File: src/rtl/lut_mult_accum_if.sv
// Product stream in, frame-result stream out, for the LUT multiplier accumulator.
interface lut_mult_accum_if #(
  parameter int ACC_W = 24,
  parameter int CNT_W = 8
);
  logic             prod_valid;
  logic             prod_ready;
  logic [15:0]      prod_data;
  logic             prod_last;
  logic             sum_valid;
  logic             sum_ready;
  logic [ACC_W-1:0] sum_data;
  logic [CNT_W-1:0] sum_count;
  logic             sum_ovf;

  modport master (
    output prod_valid, prod_data, prod_last, sum_ready,
    input  prod_ready, sum_valid, sum_data, sum_count, sum_ovf
  );

  modport slave (
    input  prod_valid, prod_data, prod_last, sum_ready,
    output prod_ready, sum_valid, sum_data, sum_count, sum_ovf
  );
endinterface

File: src/rtl/lut_mult_accum.sv
// Saturating frame accumulator for 16-bit products; one result register on the output.
// state    | meaning
// ACC_IDLE | acc, cnt, ovf cleared; no term of the current frame absorbed yet
// ACC_RUN  | at least one non-last term of the current frame absorbed
module lut_mult_accum #(
  parameter int ACC_W = 24,
  parameter int CNT_W = 8
) (
  input  logic               clk,
  input  logic               rst_n,
  lut_mult_accum_if.slave    bus
);

  typedef enum logic {ACC_IDLE, ACC_RUN} acc_state_t;

  acc_state_t       state_q, state_d;
  logic [ACC_W-1:0] acc_q, acc_d;
  logic [CNT_W-1:0] cnt_q, cnt_d;
  logic             ovf_q, ovf_d;
  logic             sum_valid_q, sum_valid_d;
  logic [ACC_W-1:0] sum_data_q, sum_data_d;
  logic [CNT_W-1:0] sum_count_q, sum_count_d;
  logic             sum_ovf_q, sum_ovf_d;

  logic             prod_ready;
  logic             beat_acc;
  logic [ACC_W:0]   sum_wide;
  logic [ACC_W-1:0] acc_upd;
  logic [CNT_W-1:0] cnt_upd;
  logic             ovf_upd;

  // Only a last beat can be blocked, since only it writes the result register.
  assign prod_ready = !(sum_valid_q && !bus.sum_ready && bus.prod_last);
  assign beat_acc   = bus.prod_valid && prod_ready;

  always_comb begin
    sum_wide = {1'b0, acc_q} + (ACC_W+1)'(bus.prod_data);
    acc_upd  = sum_wide[ACC_W] ? '1 : sum_wide[ACC_W-1:0];
    ovf_upd  = ovf_q | sum_wide[ACC_W];
    cnt_upd  = (cnt_q == '1) ? cnt_q : cnt_q + CNT_W'(1);
  end

  always_comb begin
    state_d     = state_q;
    acc_d       = acc_q;
    cnt_d       = cnt_q;
    ovf_d       = ovf_q;
    sum_valid_d = sum_valid_q && !bus.sum_ready;
    sum_data_d  = sum_data_q;
    sum_count_d = sum_count_q;
    sum_ovf_d   = sum_ovf_q;

    if (beat_acc) begin
      if (bus.prod_last) begin
        sum_valid_d = 1'b1;
        sum_data_d  = acc_upd;
        sum_count_d = cnt_upd;
        sum_ovf_d   = ovf_upd;
        acc_d       = '0;
        cnt_d       = '0;
        ovf_d       = 1'b0;
      end else begin
        acc_d = acc_upd;
        cnt_d = cnt_upd;
        ovf_d = ovf_upd;
      end
    end

    case (state_q)
      ACC_IDLE: if (beat_acc && !bus.prod_last) state_d = ACC_RUN;
      ACC_RUN:  if (beat_acc && bus.prod_last)  state_d = ACC_IDLE;
      default:  state_d = ACC_IDLE;
    endcase
  end

  always_ff @(posedge clk or negedge rst_n) begin
    if (!rst_n) begin
      state_q     <= ACC_IDLE;
      acc_q       <= '0;
      cnt_q       <= '0;
      ovf_q       <= 1'b0;
      sum_valid_q <= 1'b0;
      sum_data_q  <= '0;
      sum_count_q <= '0;
      sum_ovf_q   <= 1'b0;
    end else begin
      state_q     <= state_d;
      acc_q       <= acc_d;
      cnt_q       <= cnt_d;
      ovf_q       <= ovf_d;
      sum_valid_q <= sum_valid_d;
      sum_data_q  <= sum_data_d;
      sum_count_q <= sum_count_d;
      sum_ovf_q   <= sum_ovf_d;
    end
  end

  assign bus.prod_ready = prod_ready;
  assign bus.sum_valid  = sum_valid_q;
  assign bus.sum_data   = sum_data_q;
  assign bus.sum_count  = sum_count_q;
  assign bus.sum_ovf    = sum_ovf_q;

endmodule

File: src/flat_wrapper.sv
// flat-port wrapper written by rule: the top's interface ports become plain ports
module lut_mult_accum_flat 
#(
  parameter int ACC_W = 24,
  parameter int CNT_W = 8
)
  (clk, rst_n, bus_prod_valid, bus_prod_data, bus_prod_last, bus_sum_ready, bus_prod_ready, bus_sum_valid, bus_sum_data, bus_sum_count, bus_sum_ovf);
  lut_mult_accum_if #(.ACC_W(ACC_W), .CNT_W(CNT_W)) bus_i ();
  input  logic clk;
  input  logic rst_n;
  input wire logic [$bits(bus_i.prod_valid)-1:0] bus_prod_valid;
  input wire logic [$bits(bus_i.prod_data)-1:0] bus_prod_data;
  input wire logic [$bits(bus_i.prod_last)-1:0] bus_prod_last;
  input wire logic [$bits(bus_i.sum_ready)-1:0] bus_sum_ready;
  output wire logic [$bits(bus_i.prod_ready)-1:0] bus_prod_ready;
  output wire logic [$bits(bus_i.sum_valid)-1:0] bus_sum_valid;
  output wire logic [$bits(bus_i.sum_data)-1:0] bus_sum_data;
  output wire logic [$bits(bus_i.sum_count)-1:0] bus_sum_count;
  output wire logic [$bits(bus_i.sum_ovf)-1:0] bus_sum_ovf;
  assign bus_i.prod_valid = bus_prod_valid;
  assign bus_i.prod_data = bus_prod_data;
  assign bus_i.prod_last = bus_prod_last;
  assign bus_i.sum_ready = bus_sum_ready;
  assign bus_prod_ready = bus_i.prod_ready;
  assign bus_sum_valid = bus_i.sum_valid;
  assign bus_sum_data = bus_i.sum_data;
  assign bus_sum_count = bus_i.sum_count;
  assign bus_sum_ovf = bus_i.sum_ovf;
  lut_mult_accum #(.ACC_W(ACC_W), .CNT_W(CNT_W)) u_core (.clk(clk), .rst_n(rst_n), .bus(bus_i));
endmodule
File: config.mk
export PLATFORM = sky130hd
export DESIGN_NAME = lut_mult_accum_flat
export DESIGN_NICKNAME = d
export VERILOG_FILES = /design/src/rtl/lut_mult_accum_if.sv /design/src/rtl/lut_mult_accum.sv /design/src/flat_wrapper.sv
export SDC_FILE = /design/constraint.sdc
export NUM_CORES = 1
export LEC_CHECK = 0
export CAP_MARGIN = 20
export CORE_MARGIN = 2
export CORE_UTILIZATION = 41
export DETAILED_ROUTE_END_ITERATION = 8
export PLACE_DENSITY = 0.68
export SYNTH_ARGS = -nofsm -noshare
export SYNTH_HDL_FRONTEND = slang
export SYNTH_SLANG_ARGS = --single-unit
File: constraint.sdc
create_clock -name clk -period 3.3 [get_ports clk]
set_input_delay 0.825 -clock clk [delete_from_list [all_inputs] [get_ports clk]]
set_output_delay 0.825 -clock clk [all_outputs]
set_load 0.01 [all_outputs]
Word level (Yosys, flattened, before mapping)
Index checks and enable logic that the tools add are counted.

storage, ports and cells
  flip-flop bits (word level) = 67
  bits of input ports = 21
  output and inout port bits = 35

operators by class
  add/sub/neg operators = 2
  eq/ne operators = 1
  multiplexer cells = 7
  bitwise logic cells = 1
  reduce and logical (&&, ||, !) cells = 6

operators by type and width
  cell                                          count
  2-to-1 mux 24 bit                             2
  adder 24 x 16 -> 25 bit                       1
  2-to-1 mux 8 bit                              2
  adder 8 x 1 -> 8 bit (second input constant)  1
  equality test 8 bit (second input constant)   1
  logical AND 1 bit                             3
  2-to-1 mux 1 bit                              3
  zero test 1 bit                               2
  AND reduction 2 bit                           1
  bitwise OR 1 bit                              1

Longest topological paths before layout
Gate-level depths: netlist (run 1).

  depth in word-level cells = 6
  gate-level depth with buffers = 9
  mapped depth without buffers = 9

Least setup slack after synthesis (run 1)
OpenSTA, ideal clock, no wires.

  path kind = input-to-reg
  start point = input port bus_prod_data[0]
  end point = register u_core.acc_q[22]
  library setup time = 138 ps
  arrival time = 2,920 ps
  data required time = 3,162 ps
  setup slack = 241 ps
  stages on the path = 9
  buffers on the path = 0
  path through = ha_1 fa_1 a211oi_2 o21ai_2 nand3_2 o211ai_2 o2bb2ai_2 and4_4 or4_4

on the way
  cells in the longest elaborated chain, start to end = 3

RTL lines
  what                     line                  text
  start: declaration       flat_wrapper.sv:12    input wire logic [$bits(bus_i.prod_data)-1:0] bus_prod_data;
  adder 24 x 16 -> 25 bit  lut_mult_accum.sv:37  sum_wide = {1'b0, acc_q} + (ACC_W+1)'(bus.prod_data);
  2-to-1 mux 24 bit        lut_mult_accum.sv:38  acc_upd = sum_wide[ACC_W] ? '1 : sum_wide[ACC_W-1:0];
  2-to-1 mux 24 bit        lut_mult_accum.sv:54  if (bus.prod_last) begin
  end signal: assignment   lut_mult_accum.sv:79  acc_q <= '0;
  end signal: assignment   lut_mult_accum.sv:88  acc_q <= acc_d;
  end: declaration         lut_mult_accum.sv:17  logic [ACC_W-1:0] acc_q, acc_d;

No other way between the ends.
A chain may end at the register's enable or synchronous reset.

Worst setup path after layout (run 1)
Ends and elaborated chain as after synthesis.

==> impl_table.tex, run 1 <==
\begin{tabular}{lr}
\hline
Metric & Value \\
\hline
\multicolumn{2}{l}{\textbf{Outcome}} \\
\quad Status & finished clean \\
\multicolumn{2}{l}{\textbf{Clocking}} \\
\quad Number of levels the H-tree was split into & 3 \\
\quad Clock Latency Late Sink & 0.35 ns \\
\quad Number of buffers added to fix hold violations after cts & 0 \\
\quad Post-CTS Repair Setup Buffers & 0 \\
\quad TritonCTS clock tree & yes \\
\quad Clock Root Buffer & sky130\_fd\_sc\_hd\_\_clkbuf\_8 \\
\quad Clock sink count & 67 \\
\quad Total CTS buffers & 9 \\
\quad Number of buffers on the longest clock path & 2 \\
\quad Clk slew on worst S/H paths & 0.08 ns \\
\quad Number of cells upsized or downsized after cts & 0 \\
\multicolumn{2}{l}{\textbf{Run}} \\
\quad Maxcap violations & 0 \\
\multicolumn{2}{l}{\textbf{Floorplanning}} \\
\quad Io pins & 56 \\
\quad Overall die width & approximately 100 µm \\
\quad Starting density of the core & 42.3\% \\
\quad Number of standard-cell rows in the floorplan & 35 \\
\quad Area of the die & 10400 µm² \\
\quad Floorplan Core Area & between 9000 and 10000 µm² \\
\quad Die Y & 102 µm \\
\multicolumn{2}{l}{\textbf{Yosys}} \\
\quad Synthesis warning total & 0 \\
\quad Summed instance area of the synthesized netlist & 3930 µm² \\
\quad Mapped Avg Cell Area & 9.09 µm² \\
\quad Most used standard cell by instance count after synthesis & sky130\_fd\_sc\_hd\_\_dfrtp\_1 \\
\quad Number of different library cells in the post-synthesis netlist & 62 \\
\quad Portion of the post-synthesis area used by sequential elements & between 40\% and 50\% \\
\quad Share of flip-flops with an asynchronous set or reset & 100\% \\
\quad Synth Register Bits & 67 \\
\quad Top cell types by occurrence after synthesis & sky130\_fd\_sc\_hd\_\_dfrtp\_1, sky130\_fd\_sc\_hd\_\_nand2\_1, sky130\_fd\_sc\_hd\_\_o21ai\_0, sky130\_fd\_sc\_hd\_\_nor2\_1, sky130\_fd\_sc\_hd\_\_a21oi\_1 \\
\quad Count of flip-flops with a built-in enable after synthesis & 0 \\
\quad Largest area contributor in the synthesized netlist & sky130\_fd\_sc\_hd\_\_dfrtp\_1 \\
\quad Most area-consuming cells after synthesis & sky130\_fd\_sc\_hd\_\_dfrtp\_1, sky130\_fd\_sc\_hd\_\_nand2\_1, sky130\_fd\_sc\_hd\_\_ha\_1 \\
\quad Main synth FF type & sky130\_fd\_sc\_hd\_\_dfrtp\_1 \\
\quad Share of the synthesized area in the top cell type & 42.7\% \\
\quad Synth Instances & 432 \\
\quad Nets in the synthesized netlist & 471 \\
\multicolumn{2}{l}{\textbf{GRT}} \\
\quad First-pass GRT wire length & 16300 µm \\
\quad Global-route usage over all layers & 20.0\% \\
\quad Largest net degree at the start of global routing & slightly above 40 \\
\quad Initial antenna violation count & 0 \\
\quad Via count of the first global-routing pass & 3359 \\
\quad Final global-route overflow total & 0 \\
\multicolumn{2}{l}{\textbf{Worst setup path}} \\
\quad CP endpoint kind & flip-flop \\
\quad Startpoint type of the worst setup path & input pin \\
\quad CP Cell Sequence & clkdlybuf4s50\_1 -> ha\_1 -> fa\_1 -> a211oi\_2 -> o21ai\_2 -> nand3\_2 -> o211ai\_2 -> o2bb2ai\_2 -> and4\_4 -> or4\_4 \\
\quad Delay of the slowest cell on the worst path & 0.51 ns \\
\quad Highest net fanout along the worst path & 2 \\
\quad Data arrival, critical path & 3.34 ns \\
\quad Worst setup path class & input pin to flip-flop \\
\quad Critical-path cell with the highest stage delay & sky130\_fd\_sc\_hd\_\_or4\_4 \\
\quad Required time of the critical path & approximately 3.5 ns \\
\multicolumn{2}{l}{\textbf{STA}} \\
\quad Sum of negative setup slack & 0 ns \\
\quad PnR worst setup slack & 0.189 ns \\
\quad Unrepaired setup endpoints after global routing & false \\
\quad \# setup viols final & 0 \\
\quad Relative slew margins & about 53\% \\
\quad Minimum clock period & 3.11 ns \\
\quad Max-slew violation count & 0 \\
\quad Peak Freq & about 320 MHz \\
\quad Total count of hold-check failures in the final report & 0 \\
\quad Layout Skew & approximately 0.010 ns \\
\quad Final Cycle Share & 94.3\% \\
\quad Transition time of the tightest slew-check pin & 0.699 ns \\
\multicolumn{2}{l}{\textbf{Min path}} \\
\quad Classification of the worst-slack hold path & flip-flop to flip-flop \\
\multicolumn{2}{l}{\textbf{Place}} \\
\quad Final estimated routing congestion in global placement & 0.875 \\
\quad Placed insts & 628 \\
\quad Worst slack at placement & -0.199 ns \\
\quad Count of buffers inserted at the top-level ports & 55 \\
\quad HPWL after DPL & 7110 µm \\
\multicolumn{2}{l}{\textbf{Pwr}} \\
\quad P per Cell Area & 707 nW/µm² \\
\quad Leak pwr & 2.16 nW \\
\quad Maximum VDD drop & 0.000391 V \\
\quad Post-route total power & about 3.5 mW \\
\multicolumn{2}{l}{\textbf{Final layout}} \\
\quad Diodes inserted & 0 \\
\quad Total of fill cells in the finished design & approximately 900 \\
\quad Layout cells sized above 1 & 14.4\% \\
\quad Number of non-filler instances in the completed layout & 644 \\
\quad Number of nets in the final layout & 549 \\
\quad P\&R area growth vs syn & 27.1\% \\
\multicolumn{2}{l}{\textbf{Detailed routing}} \\
\quad Via total after detailed routing & 3474 \\
\quad Wirelength per Cell & about 15 µm \\
\quad Count of nets left with antenna violations after detail routing & 0 \\
\quad Ratio of routed vias to standard cells & 5.39 \\
\quad Total length of routed wires & 9680 µm \\
\quad DRC violation count after routing & 0 \\
\quad Initial drt markers & 161 \\
\quad Iteration count of the initial detailed-routing pass & 4 \\
\hline
\end{tabular}
## power breakdown
part           switching [mW]  total [mW]  internal (mW)
sequential              0.126        1.15           1.02
clock                   0.348       0.699          0.351
combinational           0.865        1.68          0.815
## layer usage
layer	GRT usage, %	vias to the layer above	part of all wire (%)
li1	-	1712	-
met1	28.2	1663	51
met2	31.5	82	44
met3	2.53	17	3.3
met4	7.79	0	2.1
met5	0	-	0
## critical path: cells and delay by family
family | cells | cell delay (ns)
AND/OR/NAND/NOR | 3 | 0.78
AO/OA/AOI/OAI | 4 | 0.67
adder cells (fa/ha/maj) | 2 | 0.65
buffers and inverters | 1 | 0.41
## registers in the layout (all words and copies together) (netlist names)
| name | cells |
|---|---|
| u_core.acc_q | 24 |
| u_core.bus.sum_count | 8 |
| u_core.bus.sum_data | 24 |
| u_core.bus.sum_ovf | 1 |
| u_core.bus.sum_valid | 1 |
| u_core.cnt_q | 8 |
| u_core.ovf_q | 1 |
## worst paths after layout
| kind | startpoint | end | slack [ns] | cells past startpoint |
|---|---|---|---|---|
| min reg2reg | u_core.bus.sum_data[16]$_DFFE_PN0P_ | u_core.bus.sum_data[16]$_DFFE_PN0P_ | 0.48 | 2 |
| min in group asynchronous | rst_n | u_core.bus.sum_data[9]$_DFFE_PN0P_ | 0.51 | 1 |
| max reg2reg | u_core.acc_q[0]$_DFFE_PN0P_ | u_core.acc_q[22]$_DFFE_PN0P_ | 0.71 | 9 |
| max | bus_prod_data[0] | u_core.acc_q[22]$_DFFE_PN0P_ | 0.19 | 10 |
| max in group asynchronous | rst_n | u_core.cnt_q[3]$_DFFE_PN0P_ | 2.14 | 2 |
| min | u_core.bus.sum_data[16]$_DFFE_PN0P_ | u_core.bus.sum_data[16]$_DFFE_PN0P_ | 0.48 | 2 |
## per-stage QoR
step           util (%)  hold slack, ns  instance area, µm²
3_5_place_dp       51.7           0.470                4800
3_3_place_gp       51.7           0.461                4800
5_1_grt            53.7           0.510                4990
6_report           53.7           0.478                4990
2_1_floorplan         -           0.453                3930
4_1_cts            53.7           0.488                4990
## cell type report
cell class              count  area [µm²]  area share [%]
inverters                   7        26.3           0.527
clock buffers              10         128            2.56
multi-input cells         334        2080            41.7
flip-flops and latches     67        1680            33.6
clock inverters             6        65.1            1.30
repair buffers             91         853            17.1
well taps                 129         161            3.23
## cell families after synthesis
family | after synthesis | synth area share (%)
and+or+nand+nor | 147 | 17.9
AOI/OAI and AO/OA | 146 | 23.9
DFF | 67 | 42.7
buffers and inverters | 31 | 4.30
xor gates and xnor gates | 21 | 4.69
adders and majority gates | 18 | 5.93
muxes | 2 | 0.510
## cell usage in the layout (no fill, tap or decap), types with 7 or more instances in the layout
| cell type | instances |
|---|---|
| sky130_fd_sc_hd__o21ai_0 | 42 |
| sky130_fd_sc_hd__clkdlybuf4s50_1 | 54 |
| sky130_fd_sc_hd__xnor2_1 | 14 |
| sky130_fd_sc_hd__nand2_1 | 65 |
| sky130_fd_sc_hd__buf_4 | 33 |
| sky130_fd_sc_hd__nor2_1 | 38 |
| sky130_fd_sc_hd__dfrtp_1 | 67 |
| sky130_fd_sc_hd__ha_1 | 17 |
| sky130_fd_sc_hd__a21oi_1 | 31 |
| sky130_fd_sc_hd__and3_1 | 7 |
| sky130_fd_sc_hd__nand3_1 | 9 |
| sky130_fd_sc_hd__o21ai_1 | 11 |
| sky130_fd_sc_hd__a31oi_1 | 12 |
| sky130_fd_sc_hd__clkbuf_8 | 9 |
| sky130_fd_sc_hd__inv_1 | 7 |
| sky130_fd_sc_hd__xor2_1 | 7 |
Note: power is estimated with default switching activity, not from simulation.
==> run 2: changes to the inputs <==
--- a/config.mk
+++ b/config.mk
@@ -6,10 +6,13 @@
 export NUM_CORES = 1
 export LEC_CHECK = 0
 export CAP_MARGIN = 20
+export CELL_PAD_IN_SITES_DETAIL_PLACEMENT = 0
+export CELL_PAD_IN_SITES_GLOBAL_PLACEMENT = 1
 export CORE_MARGIN = 2
 export CORE_UTILIZATION = 41
+export CTS_CLUSTER_SIZE = 40
 export DETAILED_ROUTE_END_ITERATION = 8
-export PLACE_DENSITY = 0.68
+export PLACE_DENSITY = 0.84
 export SYNTH_ARGS = -nofsm -noshare
 export SYNTH_HDL_FRONTEND = slang
 export SYNTH_SLANG_ARGS = --single-unit
==> impl_table.tex, run 2 (same netlist as run 1, synthesis figures left out) <==
\begin{tabular}{lr}
\hline
Metric & Value \\
\hline
\multicolumn{2}{l}{\textbf{Floorplanning}} \\
\quad Number of standard-cell rows in the floorplan & 35 (unchanged) \\
\quad Overall die width & 102 µm (unchanged) \\
\quad Area of the die & 10400 µm² (unchanged) \\
\quad Die Y & 102 µm (unchanged) \\
\quad Floorplan Core Area & 9280 µm² (unchanged) \\
\quad Io pins & 56 (unchanged) \\
\quad Starting density of the core & 42.3\% (unchanged) \\
\multicolumn{2}{l}{\textbf{Final layout}} \\
\quad Diodes inserted & 0 (unchanged) \\
\quad Number of nets in the final layout & 550 (+0.18\%) \\
\quad Commonest cells after routing, fill and taps aside & sky130\_fd\_sc\_hd\_\_dfrtp\_1, sky130\_fd\_sc\_hd\_\_nand2\_1, sky130\_fd\_sc\_hd\_\_clkdlybuf4s50\_1 \\
\quad P\&R area growth vs syn & 27.4\% \\
\quad Leading cell type in the layout, fill and taps excluded & sky130\_fd\_sc\_hd\_\_dfrtp\_1 \\
\quad Area taken by flip-flops and latches & 1680 µm² (unchanged) \\
\quad Number of non-filler instances in the completed layout & 645 (+0.16\%) \\
\quad Total of fill cells in the finished design & 874 (-0.68\%) \\
\quad Final core utilization & 53.9\% (+0.13 points) \\
\quad Layout cells sized above 1 & 14.7\% (+0.36 points) \\
\quad Multi-input combinational cell area & 2080 µm² (unchanged) \\
\multicolumn{2}{l}{\textbf{STA}} \\
\quad Max-slew violation count & 0 (unchanged) \\
\quad Relative slew margins & 42.7\% (-11 points) \\
\quad Total count of hold-check failures in the final report & 0 (unchanged) \\
\quad Layout Skew & 0.0211 ns (+0.0106 ns) \\
\quad Final Cycle Share & 94.0\% (-0.30 points) \\
\quad \# setup viols final & 0 (unchanged) \\
\quad Unrepaired setup endpoints after global routing & false \\
\quad Minimum clock period & 3.10 ns (-0.00982 ns) \\
\quad Transition time of the tightest slew-check pin & 0.860 ns (+0.160 ns) \\
\quad Peak Freq & 322 MHz (+0.32\%) \\
\multicolumn{2}{l}{\textbf{Run}} \\
\quad Maxcap violations & 0 (unchanged) \\
\multicolumn{2}{l}{\textbf{Clocking}} \\
\quad Total CTS buffers & 9 (unchanged) \\
\quad Number of buffers on the longest clock path & 2 (unchanged) \\
\quad Number of cells upsized or downsized after cts & 0 (unchanged) \\
\quad Post-CTS Repair Setup Buffers & 0 (unchanged) \\
\quad Clock Root Buffer & sky130\_fd\_sc\_hd\_\_clkbuf\_8 \\
\quad Number of levels the H-tree was split into & 3 (unchanged) \\
\quad Number of buffers added to fix hold violations after cts & 0 (unchanged) \\
\quad Clock sink count & 67 (unchanged) \\
\quad TritonCTS clock tree & yes \\
\quad Clk slew on worst S/H paths & 0.08 ns (about the same) \\
\quad Clock Latency Late Sink & 0.36 ns (about the same) \\
\multicolumn{2}{l}{\textbf{Detailed routing}} \\
\quad Total length of routed wires & 9480 µm (-2.1\%) \\
\quad Via total after detailed routing & 3410 (-1.8\%) \\
\quad Wirelength per Cell & 14.7 µm (-2.3\%) \\
\quad Count of nets left with antenna violations after detail routing & 0 (unchanged) \\
\quad Initial drt markers & 183 (+14\%) \\
\quad Iteration count of the initial detailed-routing pass & 5 (+1) \\
\quad DRC violation count after routing & 0 (unchanged) \\
\quad Ratio of routed vias to standard cells & 5.29 (-2.0\%) \\
\multicolumn{2}{l}{\textbf{GRT}} \\
\quad First-pass GRT wire length & 16400 µm (+0.72\%) \\
\quad Largest net degree at the start of global routing & 68 (+66\%) \\
\quad Initial antenna violation count & 0 (unchanged) \\
\quad Via count of the first global-routing pass & 3493 (+4.0\%) \\
\quad Global-route usage over all layers & 19.9\% (-0.098 points) \\
\quad Final global-route overflow total & 0 (unchanged) \\
\multicolumn{2}{l}{\textbf{Pwr}} \\
\quad Maximum VDD drop & 0.000364 V (-7.1\%) \\
\quad Leak pwr & 2.17 nW (+0.39\%) \\
\quad P per Cell Area & 722 nW/µm² (+2.0\%) \\
\quad Post-route total power & 3.61 mW (+2.3\%) \\
\multicolumn{2}{l}{\textbf{Min path}} \\
\quad Classification of the worst-slack hold path & flip-flop to flip-flop \\
\quad Number of stages on the worst hold path & 2 (unchanged) \\
\multicolumn{2}{l}{\textbf{Place}} \\
\quad Final estimated routing congestion in global placement & 0.873 (-0.17\%) \\
\quad Placed insts & 629 (+0.16\%) \\
\quad Count of buffers inserted at the top-level ports & 55 (unchanged) \\
\quad HPWL after DPL & 6870 µm (-3.4\%) \\
\multicolumn{2}{l}{\textbf{Worst setup path}} \\
\quad Data arrival, critical path & 3.33 ns (about the same) \\
\quad Required time of the critical path & 3.53 ns (about the same) \\
\quad Highest net fanout along the worst path & 2 (unchanged) \\
\quad CP endpoint kind & flip-flop \\
\quad Worst setup path class & input pin to flip-flop \\
\quad Startpoint type of the worst setup path & input pin \\
\quad R2R depth & 9 (unchanged) \\
\multicolumn{2}{l}{\textbf{Outcome}} \\
\quad Status & finished clean \\
\hline
\end{tabular}
-- run 2: changes by cell type in the layout (fill, tap and decap cells not counted) --
| cell | change |
|---|---|
| sky130_fd_sc_hd__bufinv_16 | +1 |
| sky130_fd_sc_hd__buf_12 | -2 |
| sky130_fd_sc_hd__clkbuf_1 | -1 |
| sky130_fd_sc_hd__clkinv_2 | -1 |
| sky130_fd_sc_hd__inv_6 | +1 |
| sky130_fd_sc_hd__buf_4 | +3 |
-- run 2: where the power goes --
group | switching, mW | internal [mW] | total [mW]
logic | 0.865 | 0.809 | 1.67
clock network | 0.356 | 0.431 | 0.787
registers | 0.126 | 1.02 | 1.15
-- run 2: final cells by class --
type                       instances  area share (%)
multi-input combinational        334            41.6
sequential                        67            33.5
timing repair buffer              92            16.7
tap                              129            3.23
clock buffer                       9            2.48
clock inverter                     7            1.98
inverter                           7           0.525
-- run 2: path summary, 6_finish.rpt --
path,startpoint,endpoint,slack (ns)
worst max-delay path,bus_prod_data[0],u_core.acc_q[22]$_DFFE_PN0P_,0.20
worst min-delay path,u_core.bus.sum_data[16]$_DFFE_PN0P_,u_core.bus.sum_data[16]$_DFFE_PN0P_,0.47
worst max register to register,u_core.acc_q[0]$_DFFE_PN0P_,u_core.acc_q[22]$_DFFE_PN0P_,0.71
worst min register to register,u_core.bus.sum_data[16]$_DFFE_PN0P_,u_core.bus.sum_data[16]$_DFFE_PN0P_,0.47
max in group asynchronous,rst_n,u_core.acc_q[1]$_DFFE_PN0P_,2.07
min in group asynchronous,rst_n,u_core.bus.sum_data[9]$_DFFE_PN0P_,0.64
-- run 2: worst max-delay path, stage by stage --
cell	delay [ns]
sky130_fd_sc_hd__clkdlybuf4s50_1	0.41
sky130_fd_sc_hd__ha_1	0.22
sky130_fd_sc_hd__fa_1	0.42
sky130_fd_sc_hd__a211oi_2	0.31
sky130_fd_sc_hd__o21ai_2	0.10
sky130_fd_sc_hd__nand3_2	0.10
sky130_fd_sc_hd__o211ai_2	0.11
sky130_fd_sc_hd__o2bb2ai_2	0.15
sky130_fd_sc_hd__and4_4	0.18
sky130_fd_sc_hd__or4_4	0.51
-- run 2: metrics by stage --
stage / hold WS (ns) / worst slack, ns / setup TNS (ns) / instance area (µm²)
final: 0.472 / 0.199 / 0 / 5000
after global routing: 0.495 / 0.0826 / 0 / 5000
after CTS: 0.477 / 0.209 / 0 / 5000
after detailed placement: 0.459 / -0.181 / -0.256 / 4780
after global placement: 0.454 / -0.154 / -0.154 / 4780
after floorplan: 0.453 / 0.241 / 0 / 3930
-- run 2: routing by layer --
| layer | share of wire, % | up-vias | GRT usage, % | wire, µm |
|---|---|---|---|---|
| met5 | 0 | - | 0 | 0 |
| met4 | 1.3 | 0 | 7.08 | 121 |
| met3 | 3.9 | 9 | 3.01 | 368 |
| met2 | 46 | 73 | 31.9 | 4390 |
| li1 | - | 1710 | - | - |
| met1 | 49 | 1618 | 27.6 | 4600 |
